$ cat src/rtl/fetch_pkg.sv
// Shared types and constants for the F-stage fetch sequencer.
package fetch_pkg;

  localparam int unsigned XLEN = 32;

  typedef enum logic [1:0] {IDLE, REQ, WAIT, HOLD} fetch_state_t;

  localparam logic [XLEN-1:0] RESET_PC_DEF = 32'h0000_3000;
  localparam logic [XLEN-1:0] PC_STEP      = 32'd4;

  // Instruction slot presented at the F/D boundary.
  typedef struct packed {
    logic [XLEN-1:0] ins;
    logic [XLEN-1:0] pc;
  } f_slot_t;

  // Redirect targets are word addresses; the low two bits are dropped.
  function automatic logic [XLEN-1:0] word_align(input logic [XLEN-1:0] a);
    return a & ~(XLEN'(3));
  endfunction

endpackage

$ cat src/rtl/fetch_seq.sv
// F-stage sequencer: owns the fetch PC, runs a single-outstanding IM handshake
// and holds the delivered instruction until the D stage consumes it.
module fetch_seq
  import fetch_pkg::*;
#(
  parameter logic [31:0] RESET_PC   = RESET_PC_DEF,
  parameter int unsigned IM_TIMEOUT = 16
) (
  input  logic        clk,
  input  logic        reset,
  input  logic        pause,
  input  logic        branch,
  input  logic [31:0] DnPC,
  output logic        im_req,
  output logic [31:0] im_addr,
  input  logic        im_ready,
  input  logic        im_rvalid,
  input  logic [31:0] im_rdata,
  output logic        F_valid,
  output logic [31:0] F_ins,
  output logic [31:0] F_PC,
  output logic        F_err
);

  localparam int unsigned CW = $clog2(IM_TIMEOUT + 1);

  fetch_state_t  state;
  logic [31:0]   next_pc;
  logic [31:0]   cur_pc;
  logic [CW-1:0] wait_cnt;
  f_slot_t       slot;
  logic          req_q;
  logic          valid_q;
  logic          err_q;

  logic [31:0]   redirect_c;
  logic          timeout_c;

  assign redirect_c = word_align(DnPC);
  assign timeout_c  = (wait_cnt == CW'(IM_TIMEOUT));

  // Sequencer state, PC bookkeeping and registered F outputs.
  always_ff @(posedge clk or negedge reset) begin
    if (!reset) begin
      state    <= IDLE;
      next_pc  <= RESET_PC;
      cur_pc   <= RESET_PC;
      wait_cnt <= '0;
      slot     <= '{ins: 32'd0, pc: RESET_PC};
      req_q    <= 1'b0;
      valid_q  <= 1'b0;
      err_q    <= 1'b0;
    end else begin
      case (state)
        IDLE: begin
          state <= REQ;
          req_q <= 1'b1;
        end
        REQ: begin
          if (im_ready) begin
            // The accepted address is the delay slot; a coincident branch
            // only steers what comes after it.
            cur_pc   <= next_pc;
            next_pc  <= branch ? redirect_c : next_pc + PC_STEP;
            wait_cnt <= '0;
            req_q    <= 1'b0;
            state    <= WAIT;
          end else if (branch) begin
            next_pc <= redirect_c;
          end
        end
        WAIT: begin
          if (im_rvalid) begin
            slot    <= '{ins: im_rdata, pc: cur_pc};
            valid_q <= 1'b1;
            state   <= HOLD;
          end else if (timeout_c) begin
            err_q <= 1'b1;
            req_q <= 1'b1;
            state <= REQ;
          end else begin
            wait_cnt <= wait_cnt + CW'(1);
          end
          if (branch) begin
            next_pc <= redirect_c;
          end else if (!im_rvalid && timeout_c) begin
            next_pc <= cur_pc;
          end
        end
        HOLD: begin
          if (!pause) begin
            valid_q <= 1'b0;
            req_q   <= 1'b1;
            state   <= REQ;
          end
          if (branch) begin
            next_pc <= redirect_c;
          end
        end
        default: state <= IDLE;
      endcase
    end
  end

  assign im_req  = req_q;
  assign im_addr = next_pc;
  assign F_valid = valid_q;
  assign F_ins   = slot.ins;
  assign F_PC    = slot.pc;
  assign F_err   = err_q;

endmodule
$ cat config.mk
export PLATFORM = sky130hd
export DESIGN_NAME = fetch_seq
export DESIGN_NICKNAME = d
export VERILOG_FILES = /design/src/rtl/fetch_pkg.sv /design/src/rtl/fetch_seq.sv
export SDC_FILE = /design/constraint.sdc
export NUM_CORES = 1
export LEC_CHECK = 0
export CAP_MARGIN = 10
export CORE_UTILIZATION = 50
export CTS_CLUSTER_SIZE = 12
export DETAILED_ROUTE_END_ITERATION = 8
export PLACE_DENSITY = 0.88
export SYNTH_ARGS = -nofsm -noshare
export SYNTH_HDL_FRONTEND = slang
export SYNTH_SLANG_ARGS = --single-unit
$ cat constraint.sdc
create_clock -name clk -period 2.7 [get_ports clk]
set_input_delay 0.675 -clock clk [delete_from_list [all_inputs] [get_ports clk]]
set_output_delay 0.675 -clock clk [all_outputs]
set_load 0.01 [all_outputs]
# After elaboration in Yosys (flattened, before gate mapping)
# Cells that the tools add are included.
# Widths: inputs -> output; s select.
word_totals:
  ff_bits: 138
  wordCells: 61
op_classes:
  add_sub_neg: 2
  eq_ne: 12
  muxes: 23
  bitwise: 1
  reduce_logical: 14
ops:
  columns: ["op", "n"]
  rows:
  - ["$mux 32", 5]
  - ["$pmux 32 s3", 1]
  - ["$add 32x3->32 const B", 1]
  - ["$mux 5", 3]
  - ["$ne 2x2->1 const B", 6]
  - ["$pmux 5 s2", 1]
  - ["$reduce_and 3->1", 3]
  - ["$mux 2", 4]
  - ["$pmux 2 s4", 1]
  - ["$reduce_and 4->1", 2]
  - ["$mux 1", 6]
  - ["$ne 3x3->1 const B", 2]
  - ["$reduce_and 2->1", 3]
  - ["$add 5x1->5 const B", 1]
  - ["$eq 5x5->1 const B", 1]
  - ["$eq 2x2->1 const B", 2]
  - ["$pmux 1 s4", 1]
  - ["$reduce_bool 2->1", 2]
  - ["$reduce_bool 3->1", 1]
  - ["$eq 2x1->1 const B", 1]
  - ["$logic_not 2->1", 1]
  - ["$pmux 1 s2", 1]
  - ["$logic_and 1x1->1", 1]
  - ["$logic_not 1->1", 1]
  - ["$not 1->1", 1]

# Logic depth before layout (Yosys ltp)
# Gate-level depths: netlist (run 1).
logic_depth:
  depth_word: 5
  depth_mapped: 8

# Least setup slack after synthesis (run 1)
# Ideal clock, no wire load.
synth_path:
  kind: "input port to flip-flop"
  start: "input im_ready"
  end: "register cur_pc[17]"
  setup_ns: 0.125
  arrival_time_ns: 1.810
  required_time_ns: 2.575
  setup_slack_ns: 0.765
  stages: 5
  path_cell_list: "buf_2 -> nand2_1 -> clkbuf_1 -> buf_2 -> mux2_2"
synth_between:
  elab_chain_cells: 1
synth_lines:
  columns: ["item", "line", "text"]
  rows:
  - ["start, declared", "fetch_seq.sv:16", "input logic im_ready,"]
  - ["$reduce_and 2->1 (no line)", null, null]
  - ["end signal, assigned", "fetch_seq.sv:63", "cur_pc <= next_pc;"]
  - ["end, declared", "fetch_seq.sv:29", "logic [31:0] cur_pc;"]
# No other way between the ends.
# A chain may end at the register's enable or synchronous reset.

# Worst setup path after layout (run 1)
layout_path:
  start: "register state[0]"
  end: "register next_pc[28], in the netlist im_addr[28]"
layout_between:
  elab_chain_cells: 3
layout_lines:
  columns: ["item", "line", "text"]
  rows:
  - ["start, declared", "fetch_seq.sv:27", "fetch_state_t state;"]
  - ["start signal, assigned", "fetch_seq.sv:45", "state <= IDLE;"]
  - ["start signal, assigned", "fetch_seq.sv:56", "state <= REQ;"]
  - ["start signal, assigned", "fetch_seq.sv:67", "state <= WAIT;"]
  - ["$eq 2x2->1 / $eq 2x1->1 (equally long branches)", "fetch_seq.sv:54", "case (state)"]
  - ["$ne 3x3->1 (no line) / $reduce_bool 3->1 (equally long branches)", null, null]
  - ["$reduce_and 2->1 (no line)", null, null]
  - ["end signal, assigned", "fetch_seq.sv:64", "next_pc <= branch ? redirect_c : next_pc + PC_STEP;"]
  - ["end signal, assigned", "fetch_seq.sv:69", "next_pc <= redirect_c;"]
  - ["end signal, assigned", "fetch_seq.sv:85", "next_pc <= redirect_c;"]
  - ["end, declared", "fetch_seq.sv:28", "logic [31:0] next_pc;"]
# Several ways; a longest one is shown, not always the timed one.

==> qor.yml, run 1 <==
cells_and_area:
  multi_input_area_um2: 3261
  nFillCells: 947
  stdcell_count: 1002
  fin_area_um2: 9433
  diodes: 0
  utilization_pct: 70.39
  register_area_um2: 3461
  area_growth_pct: 35.50
  drive_gt1_share_pct: 20.10
  nets: 891
timing:
  clock_skew_ns: 0.008783
  rsz0062_at_grt: "no"
  timing.final.crit_share_pct: 86.82
  relSlewSlack_pct: 58.79
  min_period_ns: 2.344
  slew_violations: 0
  max_clock_freq_mhz: 426.6
  final-setup-viol-count: 0
  hold_viol_final: 0
  setup_slack_ns: 0.3560
  whs_ns: 0.2007
  fin_setup_tns_ns: 0
  worstMarginPinSlew_ns: 0.6136
yosys:
  synth_top_area_cell: "dfrtp_1"
  synth_flop_cell: "dfrtp_1"
  syn-num-nets: 717
  yosys.cell_count.top_type: "dfrtp_1"
  synth_area_per_cell_um2: 10.89
  synth_cells: 639
  yosysUniqueCellTypes: 72
  synthTopCellsByCount: "132 x dfrtp_1, 89 x mux2_2, 60 x o21ai_0"
  yosysTopAreaCellShare_pct: 47.45
  synth_area_um2: 6962
  synthTopCellsByArea: "dfrtp_1 47%, mux2_2 14%, o21ai_0 4.3%"
  synth-edff-count: 0
  synthArstFlopShare_pct: 100.0
  yosysWarnings: 0
  synth_seq_cells: 138
  yosysSeqAreaShare_pct: 49.71
floorplanning:
  core_area_um2: 13400
  io_pins: 169
  start_util_pct: 51.95
  die_w_um: 120.0
  core.rowCount: 42
  die_area_um2: 14400
  die_h_um: 120.0
cts:
  post-cts-setup-buffer-count: 0
  clock-root-buffer: "clkbuf_16"
  cts_made_buffers: 17
  cts_repair_resize_count: 0
  htreeDepth: 4
  cts_sinks: 138
  path_clk_slew_ns: 0.05
  clockBufferDepth: 2
  ctsHoldBuffers: 0
  cts_tree: "built"
  insertion_delay_ns: 0.42
power_and_ir_drop:
  totalPowerFinal_mw: 10.85
  power_per_cell_area_nw_per_um2: 1150
  ir_worst_vdd_uv: 619.6
  p_leak_nw: 3.883
global_routing:
  antenna_found_initial: 0
  busiest_layer: "met2"
  grt_pass1_vias: 6111
  met1_usage_pct: 32.50
  grt_max_degree: 53
  overflow: 0
  use_met3_pct: 8.840
  grt_pass1_wl_um: 30330
  grt_usage_pct: 27.09
  use_met2_pct: 43.32
drt:
  wl_um: 18760
  ant_nets: 0
  firstDrtPassIters: 5
  wl_per_cell_um: 18.72
  drc: 0
  drt-initial-drc-count: 548
  vias_per_cell: 6.028
  via_count: 6040
place:
  place.gp.congestion: 0.8788
  io_buffer_count: 166
  hpwl_um: 13540
  dp_slack_ns: 0.05762
  dp_cells: 970
  dpl_cell_area_um2: 8902
status:
  status: "finished, final reports clean"
critical_path:
  path_class: "register to register"
  start_kind: "register"
  crit_fanout: 26
  worstPathRequired_ns: 2.99
  critPathArrivalTime_ns: 2.63
  endpoint_kind: "register"
run:
  maxCapViolCount: 0
hold_path:
  hold_class: "input pin to asynchronous set/reset pin"
==> layout make-up <==
cell class	instances	share of cell area, %
Clock inverter	3	0.4245
Timing Repair Buffer	195	20.15
Tap cell	176	2.335
Sequential cell	138	36.69
Multi-Input combinational cell	445	34.57
Clock buffer	29	5.200
Inverter	16	0.6367
==> critical path, stage by stage, from the launching register on <==
cell	delay [ns]
dfrtp_1	0.41
inv_1	0.12
ha_1	0.22
nor2b_1	0.33
a211o_1	0.46
buf_4	0.38
a211oi_1	0.10
a21oi_1	0.11
o21ai_0	0.08
==> worst paths after layout <==
check                                      from                       to  slack, ns  cells past startpoint
hold reg to reg               F_err$_DFFE_PN0P_        F_err$_DFFE_PN0P_       0.49                      1
min in group clk              F_err$_DFFE_PN0P_        F_err$_DFFE_PN0P_       0.49                      1
hold / removal                            reset   cur_pc[10]$_DFFE_PN0P_       0.20                      1
setup / recovery           state[0]$_DFFE_PN0P_  im_addr[28]$_DFFE_PN0P_       0.36                      8
max in group asynchronous                 reset    F_ins[24]$_DFFE_PN0P_       1.71                      2
setup reg to reg           state[0]$_DFFE_PN0P_  im_addr[28]$_DFFE_PN0P_       0.36                      8
==> registers in the layout, indices dropped and copies added (netlist names) <==
register  flops
F_PC         32
im_addr      32
im_req        1
F_err         1
cur_pc       32
wait_cnt      5
F_ins        32
state         2
F_valid       1
==> cells by family after synthesis <==
| kind of cell | count (synthesis) | share of synthesized area [%] |
|---|---|---|
| and+or+nand+nor | 178 | 14.83 |
| buffers and inverters | 56 | 3.451 |
| AOI/OAI and AO/OA | 164 | 15.31 |
| adders and majority gates | 8 | 1.438 |
| DFF | 138 | 49.71 |
| muxes | 95 | 15.26 |
==> placed cells by master (no fill, tap or decap), types with 17 or more instances in the layout <==
cell type        Yosys  routed
buf_4                2      27
o21ai_0             60      60
clkbuf_16            0      17
nand2_1             46      46
nor2_1              27      27
nand3_1             22      22
dfrtp_1            132     132
clkdlybuf4s50_1      0     164
mux2_2              89      89
a21oi_1             25      25
==> metal layers <==
| layer | vias to the layer above | wire length (um) |
|---|---|---|
| met4 | 0 | 592 |
| met5 | - | 0 |
| met1 | 2920 | 7341 |
| met2 | 340 | 8920 |
| li1 | 2723 | - |
| met3 | 57 | 1901 |
==> where the power goes <==
part | leakage (nW) | switching, mW | internal, mW
logic | 1.95 | 2.16 | 2.57
registers | 1.68 | 0.944 | 3.06
clock network | 0.258 | 0.807 | 1.31
Note: power is estimated with default switching activity, not from simulation.
==> inputs of run 2 (changes only) <==
--- a/config.mk
+++ b/config.mk
@@ -6,6 +6,7 @@
 export NUM_CORES = 1
 export LEC_CHECK = 0
 export CAP_MARGIN = 10
+export CORE_MARGIN = 4
 export CORE_UTILIZATION = 50
 export CTS_CLUSTER_SIZE = 12
 export DETAILED_ROUTE_END_ITERATION = 8
@@ -13,3 +14,4 @@
 export SYNTH_ARGS = -nofsm -noshare
 export SYNTH_HDL_FRONTEND = slang
 export SYNTH_SLANG_ARGS = --single-unit
+export TNS_END_PERCENT = 30
==> qor.yml, run 2 (synthesis gave the netlist of run 1 again) <==
cts:
  cts_made_buffers: 17  # unchanged
  clockBufferDepth: 2  # unchanged
  ctsHoldBuffers: 0  # unchanged
  path_clk_slew_ns: 0.05  # about the same
  cts_tree: "built"
  cts_repair_resize_count: 0  # unchanged
  htreeDepth: 4  # unchanged
  cts_sinks: 138  # unchanged
  insertion_delay_ns: 0.42  # about the same
  clock-root-buffer: "clkbuf_16"
  post-cts-setup-buffer-count: 0  # unchanged
status:
  status: "finished, final reports clean"
cells_and_area:
  diodes: 0  # unchanged
  nets: 891  # unchanged
  layout_commonest_cell: "clkdlybuf4s50_1"
  final_cell_mix: "164 x clkdlybuf4s50_1, 132 x dfrtp_1, 89 x mux2_2"
  fin_area_um2: 9474  # +0.44%
  area_growth_pct: 36.09
  drive_gt1_share_pct: 20.34  # +0.24 points
  utilization_pct: 70.42  # about the same
critical_path:
  path_cells: "clkdlybuf4s50_1"
  r2r_cells: 6  # -2
  r2r_end: "im_addr[15]$_DFFE_PN0P_"
  crit_slowest_cell: "dfstp_2"
  critPathTopFamily: "flip-flops"
  cp_slowest_stage_delay_ns: 0.65  # +0.19 ns
  crit_fanout: 10  # -62%
  startpoint: "im_addr[12]$_DFFE_PN1P_"
  r2r_slack_ns: 0.42  # +0.06 ns
  path_buf_inv: 1  # -1
  endpoint_kind: "primary output"
  path_class: "register to primary output"
  reg2reg_from: "im_addr[7]$_DFFE_PN0P_"
  critPathArrivalTime_ns: 1.64  # -0.99 ns
  worstPathRequired_ns: 2.03  # -0.96 ns
  start_kind: "register"
global_routing:
  overflow: 0  # unchanged
  antenna_found_initial: 0  # unchanged
  grt_pass1_vias: 6365  # +4.2%
  grt_pass1_wl_um: 31700  # +4.5%
  grt_max_degree: 78  # +47%
  grt_usage_pct: 24.62  # -2.5 points
drt:
  via_count: 6048  # +0.13%
  drt-initial-drc-count: 591  # +7.8%
  firstDrtPassIters: 5  # unchanged
  wl_per_cell_um: 19.56  # +4.5%
  wl_um: 19600  # +4.5%
  drc: 0  # unchanged
  vias_per_cell: 6.036  # +0.13%
  ant_nets: 0  # unchanged
timing:
  max_clock_freq_mhz: 432.7  # +1.4%
  worstMarginPinSlew_ns: 0.6604  # +0.04682 ns
  min_period_ns: 2.311  # -0.03319 ns
  rsz0062_at_grt: "no"
  timing.final.crit_share_pct: 85.59  # -1.2 points
  setup_slack_ns: 0.3892  # +0.03319 ns
  fin_setup_tns_ns: 0  # unchanged
  slew_violations: 0  # unchanged
  relSlewSlack_pct: 55.64  # -3.1 points
  final-setup-viol-count: 0  # unchanged
  clock_skew_ns: 0.009481  # +0.0006980 ns
  hold_viol_final: 0  # unchanged
run:
  maxCapViolCount: 0  # unchanged
power_and_ir_drop:
  power_per_cell_area_nw_per_um2: 1167  # +1.4%
  ir_worst_vdd_uv: 633.1  # +2.2%
  p_leak_nw: 3.904  # +0.53%
floorplanning:
  start_util_pct: 51.75  # -0.20 points
  core.rowCount: 42  # unchanged
  die_h_um: 126.0  # +5.0%
  io_pins: 169  # unchanged
  core_area_um2: 13450  # +0.39%
  die_area_um2: 15870  # +10%
  die_w_um: 126.0  # +5.0%
place:
  dpl_cell_area_um2: 8890  # -0.14%
  io_buffer_count: 166  # unchanged
  dp_slack_ns: 0.1005  # +0.04293 ns
  place.gp.congestion: 0.9052  # +3.0%
  hpwl_um: 14020  # +3.6%
hold_path:
  hold_class: "input pin to asynchronous set/reset pin"
==> run 2: worst max-delay path by stage <==
| stage | depth (start not counted) | endpoint |
|---|---|---|
| after global routing | 8 | im_addr[31]$_DFFE_PN0P_ |
| after floorplan | 5 | cur_pc[17]$_DFFE_PN0P_ |
| after global placement | 6 | im_addr[17]$_DFFE_PN0P_ |
| after CTS | 1 | im_addr[12] |
| after detailed placement | 5 | im_addr[21]$_DFFE_PN0P_ |
| final | 1 | im_addr[12] |
==> run 2: metal layers <==
metal  up-vias  GRT usage [%]  routed length (um)
met5         -              0                   0
met4         0          9.653                 348
met3        35          8.129                1778
met2       289          41.44                9778
met1      2992          29.29                7695
li1       2732              -                   -
==> run 2: final cells by class <==
class / count / area, um^2
multi-input cells: 445 / 3261
flip-flops and latches: 138 / 3461
repair buffers: 195 / 1888
clock buffers: 30 / 524.3
well taps: 176 / 220.2
inverters: 16 / 60.06
clock inverters: 2 / 60.06
fillers: 937 / 3979
==> run 2: metrics by stage <==
step,std cells,hold WS (ns),power [mW]
3_3_place_gp,970,0.4482,8.499
3_5_place_dp,970,0.4594,8.740
4_1_cts,1002,0.1260,11.10
2_1_floorplan,639,0.3794,6.316
6_report,1002,0.1334,11.05
5_1_grt,1002,0.1288,11.72
==> run 2: worst register-to-register path, cell delays in order, from the launching register on <==
cell	delay (ns)
dfrtp_1	0.53
nand4_2	0.19
nor4_4	0.64
buf_4	0.27
a31oi_1	0.11
a221oi_1	0.30
a211oi_1	0.10
==> run 2: where the power goes <==
part	total, mW	switching [mW]	internal [mW]
Sequential	3.99	0.925	3.06
Combinational	4.77	2.19	2.57
Clock	2.30	0.815	1.49
Total	11.1	3.93	7.12
